===== src/rtl/vmem_pkg.sv =====
// rtl/vmem_pkg.sv - shared widths, beat count and state encoding for the vector memory sequencer
package vmem_pkg;

    localparam int N      = 32;
    localparam int V      = 256;
    localparam int BEATS  = V / N;
    localparam int BEAT_W = $clog2(BEATS);

    localparam logic [N-1:0] BYTE_OFFSET = N'(4);

    typedef enum logic [1:0] {
        IDLE,
        ACCESS,
        DONE
    } vmem_state_t;

endpackage


===== src/rtl/vmem_beat_sequencer.sv =====
// rtl/vmem_beat_sequencer.sv - serialises one 256-bit vector load/store into 32-bit memory beats
module vmem_beat_sequencer
    import vmem_pkg::*;
(
    input  logic           clk,
    input  logic           rst,
    input  logic           MemReqVM,
    input  logic           MemWriteVM,
    input  logic [N-1:0]   AddrM,
    input  logic [V-1:0]   WriteDataVM,
    input  logic [N-1:0]   mem_rdata,
    input  logic           mem_ready,
    output logic           mem_valid,
    output logic           mem_we,
    output logic [N-1:0]   mem_addr,
    output logic [N-1:0]   mem_wdata,
    output logic [V-1:0]   ReadDataVM,
    output logic           StallVM,
    output logic           DoneVM
);

    vmem_state_t       state;
    logic [BEAT_W-1:0] beat;
    logic [N-1:0]      base;
    logic [V-1:0]      wbuf;
    logic [V-1:0]      rbuf;
    logic              store;
    logic              in_access;

    always_ff @(posedge clk or negedge rst) begin
        if (!rst) begin
            state <= IDLE;
            beat  <= '0;
            base  <= '0;
            wbuf  <= '0;
            rbuf  <= '0;
            store <= 1'b0;
        end else begin
            case (state)
                IDLE: begin
                    if (MemReqVM) begin
                        base  <= AddrM & ~(BYTE_OFFSET - N'(1));
                        wbuf  <= WriteDataVM;
                        store <= MemWriteVM;
                        beat  <= '0;
                        state <= ACCESS;
                    end
                end
                ACCESS: begin
                    if (mem_ready) begin
                        if (!store) begin
                            rbuf[int'(beat)*N +: N] <= mem_rdata;
                        end
                        if (beat == BEAT_W'(BEATS - 1)) begin
                            state <= DONE;
                        end else begin
                            beat <= beat + 1'b1;
                        end
                    end
                end
                // A request seen here belongs to the instruction now leaving M.
                DONE:    state <= IDLE;
                default: state <= IDLE;
            endcase
        end
    end

    assign in_access  = (state == ACCESS);
    assign mem_valid  = in_access;
    assign mem_we     = in_access & store;
    assign mem_addr   = in_access ? base + (N'(beat) * BYTE_OFFSET) : '0;
    assign mem_wdata  = in_access ? wbuf[int'(beat)*N +: N] : '0;
    // Stall in IDLE is same-cycle so the requesting instruction cannot leave M.
    assign StallVM    = rst & (in_access | ((state == IDLE) & MemReqVM));
    assign DoneVM     = (state == DONE);
    assign ReadDataVM = rbuf;

endmodule

===== config.mk =====
export PLATFORM = sky130hd
export DESIGN_NAME = vmem_beat_sequencer
export DESIGN_NICKNAME = d
export VERILOG_FILES = /design/src/rtl/vmem_pkg.sv /design/src/rtl/vmem_beat_sequencer.sv
export SDC_FILE = /design/constraint.sdc
export NUM_CORES = 1
export LEC_CHECK = 0
export ABC_AREA = 1
export ABC_CLOCK_PERIOD_IN_PS = 2870
export CORE_AREA = 5 5 249 251
export DETAILED_ROUTE_END_ITERATION = 10
export DIE_AREA = 0 0 254 256
export PLACE_DENSITY = 0.73
export SETUP_SLACK_MARGIN = 0.2
export SYNTH_ARGS = -nofsm -noshare
export SYNTH_HDL_FRONTEND = slang
export SYNTH_SLANG_ARGS = --single-unit

===== constraint.sdc =====
create_clock -name clk -period 2.87 [get_ports clk]
set_clock_uncertainty 0.15 [all_clocks]
set_input_delay 0.574 -clock clk [delete_from_list [all_inputs] [get_ports clk]]
set_output_delay 0.574 -clock clk [all_outputs]
set_load 0.05 [all_outputs]

### After elaboration in Yosys (flattened, before gate mapping)

Index checks and enable logic that the tools add are counted.

| cells by class | value |
|---|---|
| add/sub/neg operators | 3 |
| equal/unequal tests | 7 |
| bitwise operators | 5 |
| shift-type cells | 3 |
| reductions and logical operators | 6 |
| multiplexer cells | 11 |

Operators with widths:

| operator | number |
|---|---|
| 256-bit bitwise mux | 1 |
| 32-bit by 33-bit variable shift with 256-bit output (first input constant) | 1 |
| 256-bit by 9-bit variable part select with 32-bit output | 1 |
| 32-bit by 33-bit variable part select with 256-bit output | 1 |
| 32-bit two-way mux | 2 |
| 8-bit negation with 33-bit output | 1 |
| 32-bit by 5-bit adder with 32-bit output | 1 |
| 3-bit two-way mux | 3 |
| 2-bit two-way mux | 3 |
| 2-bit != test (second input constant) | 3 |
| 3-bit case mux with 2 select lines | 1 |
| 3-bit AND reduction | 2 |
| 2-bit case mux with 2 select lines | 1 |
| 4-bit AND reduction | 1 |
| 3-bit by 1-bit adder with 3-bit output (second input constant) | 1 |
| 1-bit AND | 3 |
| 3-bit == test (second input constant) | 1 |
| 2-bit by 1-bit == test with 1-bit output (second input constant) | 1 |
| 2-bit == test (second input constant) | 1 |
| 2-bit logical NOT | 1 |
| 2-bit by 1-bit != test with 1-bit output (second input constant) | 1 |
| 2-bit AND reduction | 1 |
| 2-bit nonzero test | 1 |
| 1-bit NOT | 1 |
| 1-bit OR | 1 |

| word-level totals | value |
|---|---|
| register bits | 548 |
| input port bits | 325 |
| logic and storage cells | 41 |
| output and inout port bits | 324 |

### Logic depth before layout (Yosys ltp)

Gate-level depths: netlist of run 1.

| depth | value |
|---|---|
| depth after elaboration | 4 |
| depth in mapped cells | 13 |
| depth with buffers taken out | 12 |

### Worst setup path after synthesis of run 1

No wires, ideal clock.

| timing path | value |
|---|---|
| path kind | reg-to-output |
| from | reg beat[1] |
| to | out mem_addr[12] |
| data required time | 2.146 ns |
| buffers on the path | 2 |
| data arrival time | 2.529 ns |
| cell stages (with the launch flop) | 11 |
| setup slack | -0.383 ns |
| cell sequence | dfrtp_1 buf_2 inv_1 clkbuf_1 fa_1 inv_1 nand3_1 nand2_1 nand2_1 nor2_1 a2bb2oi_1 |

| between the ends | value |
|---|---|
| longest elaborated chain between the ends | 2 |

RTL lines:

| item | line | source |
|---|---|---|
| start: declaration | vmem_beat_sequencer.sv:23 | `logic [BEAT_W-1:0] beat;` |
| start signal: assignment | vmem_beat_sequencer.sv:57 | `beat <= beat + 1'b1;` |
| 32-bit by 5-bit adder with 32-bit output | vmem_beat_sequencer.sv:71 | `assign mem_addr = in_access ? base + (N'(beat) * BYTE_OFFSET) : '0;` |
| 32-bit two-way mux | vmem_beat_sequencer.sv:71 |  |
| end: declaration | vmem_beat_sequencer.sv:15 | `output logic [N-1:0] mem_addr,` |

Every way passes these cells.

### Worst setup path in the final report of run 1

| timing path | value |
|---|---|
| from | reg beat[1] |
| to | out mem_addr[25] |

The elaborated chain is that of the path after synthesis.

==> metrics, run 1 <==
status finished with violations; failing checks setup timing; Vias/cell between 5 and 6; H-tree depth 2; Placeable Area roughly 0.060 mm2; clk buf depth 3; GPL Wtd Cong around 0.94; #FFs+latches synth between 500 and 600; Fin. Hold Viols 0; total gr overflow 0; FF/Latch Area roughly 0.014 mm2; met1 wire length about 36 mm; clock transition at the registers of the reported paths 0.07 ns; CP arrival around 2.6 ns; Comb power frac 0.556; DR top layer met5; Fillers 4774; Cell variety after synth 36; Pleak between 0.015 and 0.02 uW; Mapped Area 0.0248 mm2; Hold Path Class primary input to asynchronous set/reset pin; placed insts 3969; DRT Wirelength 104 mm; clock power share 0.176; number of port buffers approximately 640; Tmin final around 3.3 ns; depth of the worst register-to-register path 11; Slowest cell on crit path dfrtp_4; via count 23000; Top-Level Pins about 650; Max IR drop VDD 1.22 mV; CP Capture Type primary output; FF-to-FF setup slack ~0.16 ns; DIE HEIGHT 256 um; Tcrit/Tclk final 1.15; final worst slack -0.416 ns; placed cell areas between 0.03 and 0.04 mm2; post-route ant nets 0; share of post-route cells with drive strength above 1 0.254; Slew HR 0.443; Initial Utilization 0.416; pwr dens 1180 mW/mm2; register area share after synthesis 0.552; DRC errors left 0; met2 routed WL ~52 mm; CP startpoint kind register; met3 WL around 10 mm; sw frac 0.438; FF-to-FF Start beat[0]; worst slew pin tran 0.836 ns; Wirelength per Cell between 20 and 25 um; worst hold slack 0.278 ns; Die X approximately 250 um; critical path, cell by cell buf_6 -> ha_4 -> nand2_4 -> nor2_4 -> nor2_4 -> nor2_4 -> buf_4 -> nand2_1 -> nand2_1 -> nand2_1 -> nor2_2 -> buf_12; Final Cell Area 0.0380 mm2; switching power total 19600 uW; first-pass GRT wire length about 150 mm; Syn Area/Cell around 9.4 um2; Critical Path RT ~2.2 ns; Post-Syn Instances about 2600; post-DP HPWL ~70 mm; initial antenna violation count 21; root buf cell clkbuf_16; Internal ~25000 uW; Die ar. ~0.065 mm2; Max Clk Rate between 300 and 400 MHz; fin cells ~4200; MaxCap Viol Count 0; Layout area overhead 53.0%; commonest non-fill, non-tap cells in the layout clkdlybuf4s50_1, dfrtp_1, nand2_1; multi-input logic area between 0.01 and 0.015 mm2; critical path's largest stage delay around 0.54 ns; commonest non-fill, non-tap cell in the layout clkdlybuf4s50_1; RSZ-0062 raised after global routing yes; nets 3669; vias in the first global route 22400; Clock Latency Late Sink 0.61 ns; register share of total power 0.267; Final Max Slew Viols 0; worst-path maximum fanout 5; row count 90; final setup vio count between 50 and 60; CTS tree done; violation count after the first detailed-routing iteration between 1500 and 2000; Crit Path Class register to primary output; critical path capture point mem_addr[25]; CP startpoint beat[1]; Pre-Repair DR Iteration Count 6; CTS sink count 548; synth warn 0; CTS Buf Count between 50 and 60; Core Util, Final 0.637; largest net degree at the start of global routing 140; GRT Total Usage 0.295; r2r endpoint ReadDataVM[50]
## critical path: cells and delay by family, from the launching register on
family                   cells  cell delay (ns)
flip-flops                   1             0.54
adder cells (fa/ha/maj)      1             0.26
AND/OR/NAND/NOR              8             0.69
buffers and inverters        3             0.45
## cell families (layout without fill, tap and decap cells)
kind of cell	Yosys count	count (layout)	synth area share
simple gates	1061	1061	0.172
flops	548	548	0.552
compound gates	473	473	0.101
buf+inv	276	1018	0.0469
mux	268	268	0.121
fa+ha+maj	8	8	0.00433
xor+xnor	5	5	0.00176
other cells	1	17	0.000151
## registers in the layout, indices dropped and copies added (netlist names)
signal,flops
ReadDataVM,256
wbuf,256
base,30
beat,3
state,2
store,1
## what timing repair did
item	CTS	global route
hold buffers	1	0
gates cloned	21	16
resized for setup	220	169
buffers inserted	21	30
endpoints found under the hold margin	17	0
setup endpoints to repair	112	249
pin swaps	58	89
## worst min-delay path by stage
stage | from | to
global placement | rst | wbuf[252]
floorplan | rst | ReadDataVM[0]
CTS | rst | wbuf[254]
global route | rst | wbuf[254]
detailed placement | rst | wbuf[199]
finish | rst | wbuf[254]
## final cells by class
type | instances | share of cell area
repair buffers | 820 | 0.256
diodes | 15 | 0.000988
clock buffers | 84 | 0.0455
clock inverters | 23 | 0.00688
inverters | 89 | 0.00978
flip-flops and latches | 548 | 0.361
well taps | 782 | 0.0257
multi-input cells | 1817 | 0.293
repair inverters | 2 | 0.000724
## metal layers
layer	track usage	vias to the layer above
met4	0.140	12
met2	0.514	1165
li1	-	10200
met1	0.335	11300
met3	0.0806	276
met5	0	-
## through the flow
step | power [uW] | setup TNS, ns | setup slack (ns)
after floorplan | 23600 | 0 | 0.153
after global placement | 32400 | 0 | 0.000759
after detailed placement | 32700 | 0 | 0.00116
after CTS | 43100 | -18.14 | -0.452
after global routing | 46500 | -23.83 | -0.543
final | 44700 | -18.45 | -0.416
## power by group through the flow
stage	clock network, uW	registers [uW]	logic, uW
after CTS	7980	11800	23400
after global placement	0	11800	20600
after floorplan	0	13000	10600
final	7880	12000	24900
after detailed placement	0	11900	20800
after global routing	8270	12200	26000
## cell usage after synthesis
master | instances | area [um2]
buf_2 | 61 | 305
o21ai_2 | 5 | 43.8
nor2_2 | 2 | 12.5
nand3_2 | 4 | 40.0
buf_6 | 4 | 45.0
inv_2 | 3 | 11.3
a21boi_0 | 1 | 7.51
buf_1 | 9 | 33.8
a21oi_1 | 41 | 205
nand2_2 | 3 | 18.8
nand2_1 | 471 | 1770
fa_1 | 1 | 20.0
o21ai_0 | 307 | 1540
o21ai_1 | 54 | 270
nand4_2 | 1 | 12.5
a2bb2oi_1 | 1 | 8.76
xor2_1 | 3 | 26.3
nor3_1 | 7 | 35.0
nor3_2 | 2 | 20.0
clkinv_2 | 1 | 5.00
nor2_1 | 412 | 1550
buf_4 | 6 | 45.0
o22ai_1 | 32 | 200
ha_1 | 7 | 87.6
clkinv_1 | 1 | 3.75
nand4_1 | 9 | 56.3
nor2_4 | 2 | 22.5
nand3_1 | 147 | 736
nor3_4 | 1 | 16.3
o211ai_1 | 32 | 240
mux2_2 | 268 | 3020
xnor2_1 | 2 | 17.5
conb_1 | 1 | 3.75
dfrtp_1 | 548 | 13700
clkbuf_1 | 107 | 402
inv_1 | 84 | 315
Note: power is estimated with default switching activity, not from simulation.
==> inputs of run 2 (changes only) <==
- ABC_AREA: 1 -> not set
- CELL_PAD_IN_SITES_DETAIL_PLACEMENT: not set -> 0
- CELL_PAD_IN_SITES_GLOBAL_PLACEMENT: not set -> 2
- CORE_AREA: 5 5 249 251 -> not set
- CORE_MARGIN: not set -> 5
- CORE_UTILIZATION: not set -> 29
- DIE_AREA: 0 0 254 256 -> not set
- PLACE_DENSITY: 0.73 -> not set
- PLACE_DENSITY_LB_ADDON: not set -> 0.1
- RECOVER_POWER: not set -> 25
==> metrics, run 2 <==
#FFs+latches synth 548 (unchanged); violation count after the first detailed-routing iteration 609 (-67%); Die X 295 um (+16%); clk buf depth 3 (unchanged); total gr overflow 0 (unchanged); FF-to-FF setup slack -0.24 ns (-0.40 ns); synth warn 0 (unchanged); GPL Wtd Cong 0.805 (-15%); Fin. Hold Viols 0 (unchanged); largest net degree at the start of global routing 167 (+19%); fin cells 3504 (-16%); commonest non-fill, non-tap cell in the layout clkdlybuf4s50_1; initial antenna violation count 37 (+76%); Main synth FF type dfrtp_1; min-delay src ReadDataVM[139]; FFs w/ async S/R, synth 1.00 (unchanged); Max IR drop VDD 0.782 mV (-36%); Crit Path Class register to primary output; worst hold slack 0.344 ns (+0.0657 ns); post-route ant nets 0 (unchanged); top-area cell type share of the netlist area 0.581 (+0.0293); CP Capture Type primary output; CTS Buf Count 68 (+17%); most common cell in the synthesized netlist dfrtp_1; Placeable Area 0.0805 mm2 (+35%); worst slew pin tran 1.17 ns (+0.337 ns); WHS Path Cells 2; RSZ-0062 raised after global routing yes; critical path, cell by cell ha_4 -> inv_2 -> fa_2 -> nor2b_4 -> o2111ai_4 -> buf_8 -> or4_4 -> a21oi_4 -> buf_12; Slew HR 0.218 (-0.225); depth of the worst register-to-register path 12 (+1); Pleak 0.0154 uW (-7.1%); DRT Wirelength 92.0 mm (-12%); register area share after synthesis 0.581 (+0.0293); final setup vio count 131 (+120%); clock transition at the registers of the reported paths 0.06 ns (about the same); row count 104 (+16%); Wirelength per Cell 26.3 um (+5.2%); number of port buffers 644 (unchanged); Buf/Inv on CP 3 (unchanged); placed cell areas 0.0327 mm2 (-1.6%); failing checks setup timing; root buf cell clkbuf_16; pwr dens 1390 mW/mm2 (+18%); commonest non-fill, non-tap cells in the layout clkdlybuf4s50_1, dfrtp_1, mux2_2; DIE HEIGHT 295 um (+15%); Critical Path RT 2.15 ns (about the same); Core Util, Final 0.459 (-0.178); share of post-route cells with drive strength above 1 0.438 (+0.184); MaxCap Viol Count 0 (unchanged); via count 16700 (-27%); Synth area leaders dfrtp_1, mux2_2, mux4_2; GRT Total Usage 0.205 (-0.0906); Final Max Slew Viols 0 (unchanged); final worst slack -0.704 ns (-0.288 ns); Tmin final 3.57 ns (+0.288 ns); Pre-Repair DR Iteration Count 5 (-1); number of enable flip-flop cells after synthesis 0 (unchanged); Post-Syn Instances 1623 (-39%); post-DP HPWL 64.2 mm (-5.9%); Slowest cell on crit path dfrtp_4; first-pass GRT wire length 132 mm (-9.4%); Syn Area/Cell 14.5 um2 (+54%); largest area contributor in the netlist dfrtp_1; worst-path maximum fanout 8 (+3); CP startpoint kind register; critical path's largest stage delay 0.43 ns (-0.11 ns); CP arrival 2.85 ns (+0.29 ns); nets 2705 (-26%); Endpoint, Worst Hold ReadDataVM[139]; Die ar. 0.0872 mm2 (+34%); FF-to-FF Start beat[0]; Tcrit/Tclk final 1.25 (+0.100); Hold Path Class register to register; r2r endpoint ReadDataVM[208]; vias in the first global route 18400 (-18%); cell family with most CP delay simple AND/OR/NAND/NOR gates; Initial Utilization 0.293 (-0.123); status finished with violations; Cell variety after synth 52 (+44%); DP Worst Slack -0.352 ns (-0.353 ns); CTS sink count 548 (unchanged); top post-synthesis cells by count dfrtp_1, mux2_2, nand2_1; Max Clk Rate 280 MHz (-8.0%); Top-Level Pins 649 (unchanged); placed insts 3297 (-17%); CTS tree done; DRC errors left 0 (unchanged); Final Cell Area 0.0370 mm2 (-2.7%); Vias/cell 4.77 (-13%); Clock Latency Late Sink 0.60 ns (about the same); Mapped Area 0.0236 mm2 (-5.0%); H-tree depth 3 (+1); Layout area overhead 56.7%
-- run 2: cell count changes after synthesis, moves of 54 or more --
cell / delta
inv_1: -66
nand2_1: -365
o21ai_0: -270
o21ai_1: -54
mux4_2: +64
nand3_1: -140
mux2_2: +229
nor2_1: -397
-- run 2: worst max path at each step --
| stage | startpoint | endpoint | cells after the start |
|---|---|---|---|
| 3_3_place_gp | mem_ready | ReadDataVM[80] | 7 |
| 2_1_floorplan | beat[1] | mem_addr[14] | 9 |
| 6_report | beat[0] | mem_addr[24] | 9 |
| 4_1_cts | beat[0] | mem_addr[24] | 9 |
| 5_1_grt | beat[0] | mem_addr[24] | 9 |
| 3_5_place_dp | mem_ready | ReadDataVM[72] | 7 |
-- run 2: routing by layer --
layer / GRT usage / routed length (um)
met5: 0 / 167
met4: 0.0629 / 1930
met3: 0.0717 / 6880
met2: 0.344 / 46500
met1: 0.248 / 36500
-- run 2: through the flow --
step	total power, uW	setup TNS, ns
after detailed placement	39900	-28.40
final	51400	-38.49
after global routing	53800	-58.08
after floorplan	30100	-3.36
after global placement	39700	-26.46
after CTS	51500	-40.53
-- run 2: logic make-up (layout without fill, tap and decap cells) --
group,count (synthesis),after routing,share of synthesized area
mux,574,574,0.304
simple gates,212,212,0.0455
other cells,1,25,0.000159
flops,548,548,0.581
compound gates,145,146,0.0378
buf+inv,127,923,0.0237
fa+ha+maj,8,8,0.00456
xor+xnor,8,8,0.00297
-- run 2: power by group --
part           leakage, uW  switching [uW]  internal, uW
clock              0.00112            3520          5230
combinational      0.00744           16600         12700
sequential         0.00680            2020         11300
-- run 2: area by class of cell --
type / count / area [um2]
repair buffers: 786 / 8830
well taps: 1060 / 1330
clock buffers: 104 / 2050
inverters: 18 / 70.1
flip-flops and latches: 548 / 13700
multi-input cells: 950 / 10700
clock inverters: 15 / 228
fillers: 7222 / 43600
diodes: 23 / 57.6
-- run 2: repair_timing --
item	in CTS	in global routing
gates resized for setup	227	66
cloned	16	4
hold endpoints to repair	50	0
pin swaps	31	29
setup endpoints to repair	177	323
hold buffers	1	0
setup buffers	26	18
-- run 2: tightest hold or removal path, delay by kind of cell (launching register included) --
| kind | cells | cell delay (ns) |
|---|---|---|
| AO/OA/AOI/OAI | 2 | 0.12 |
| flip-flops | 1 | 0.34 |
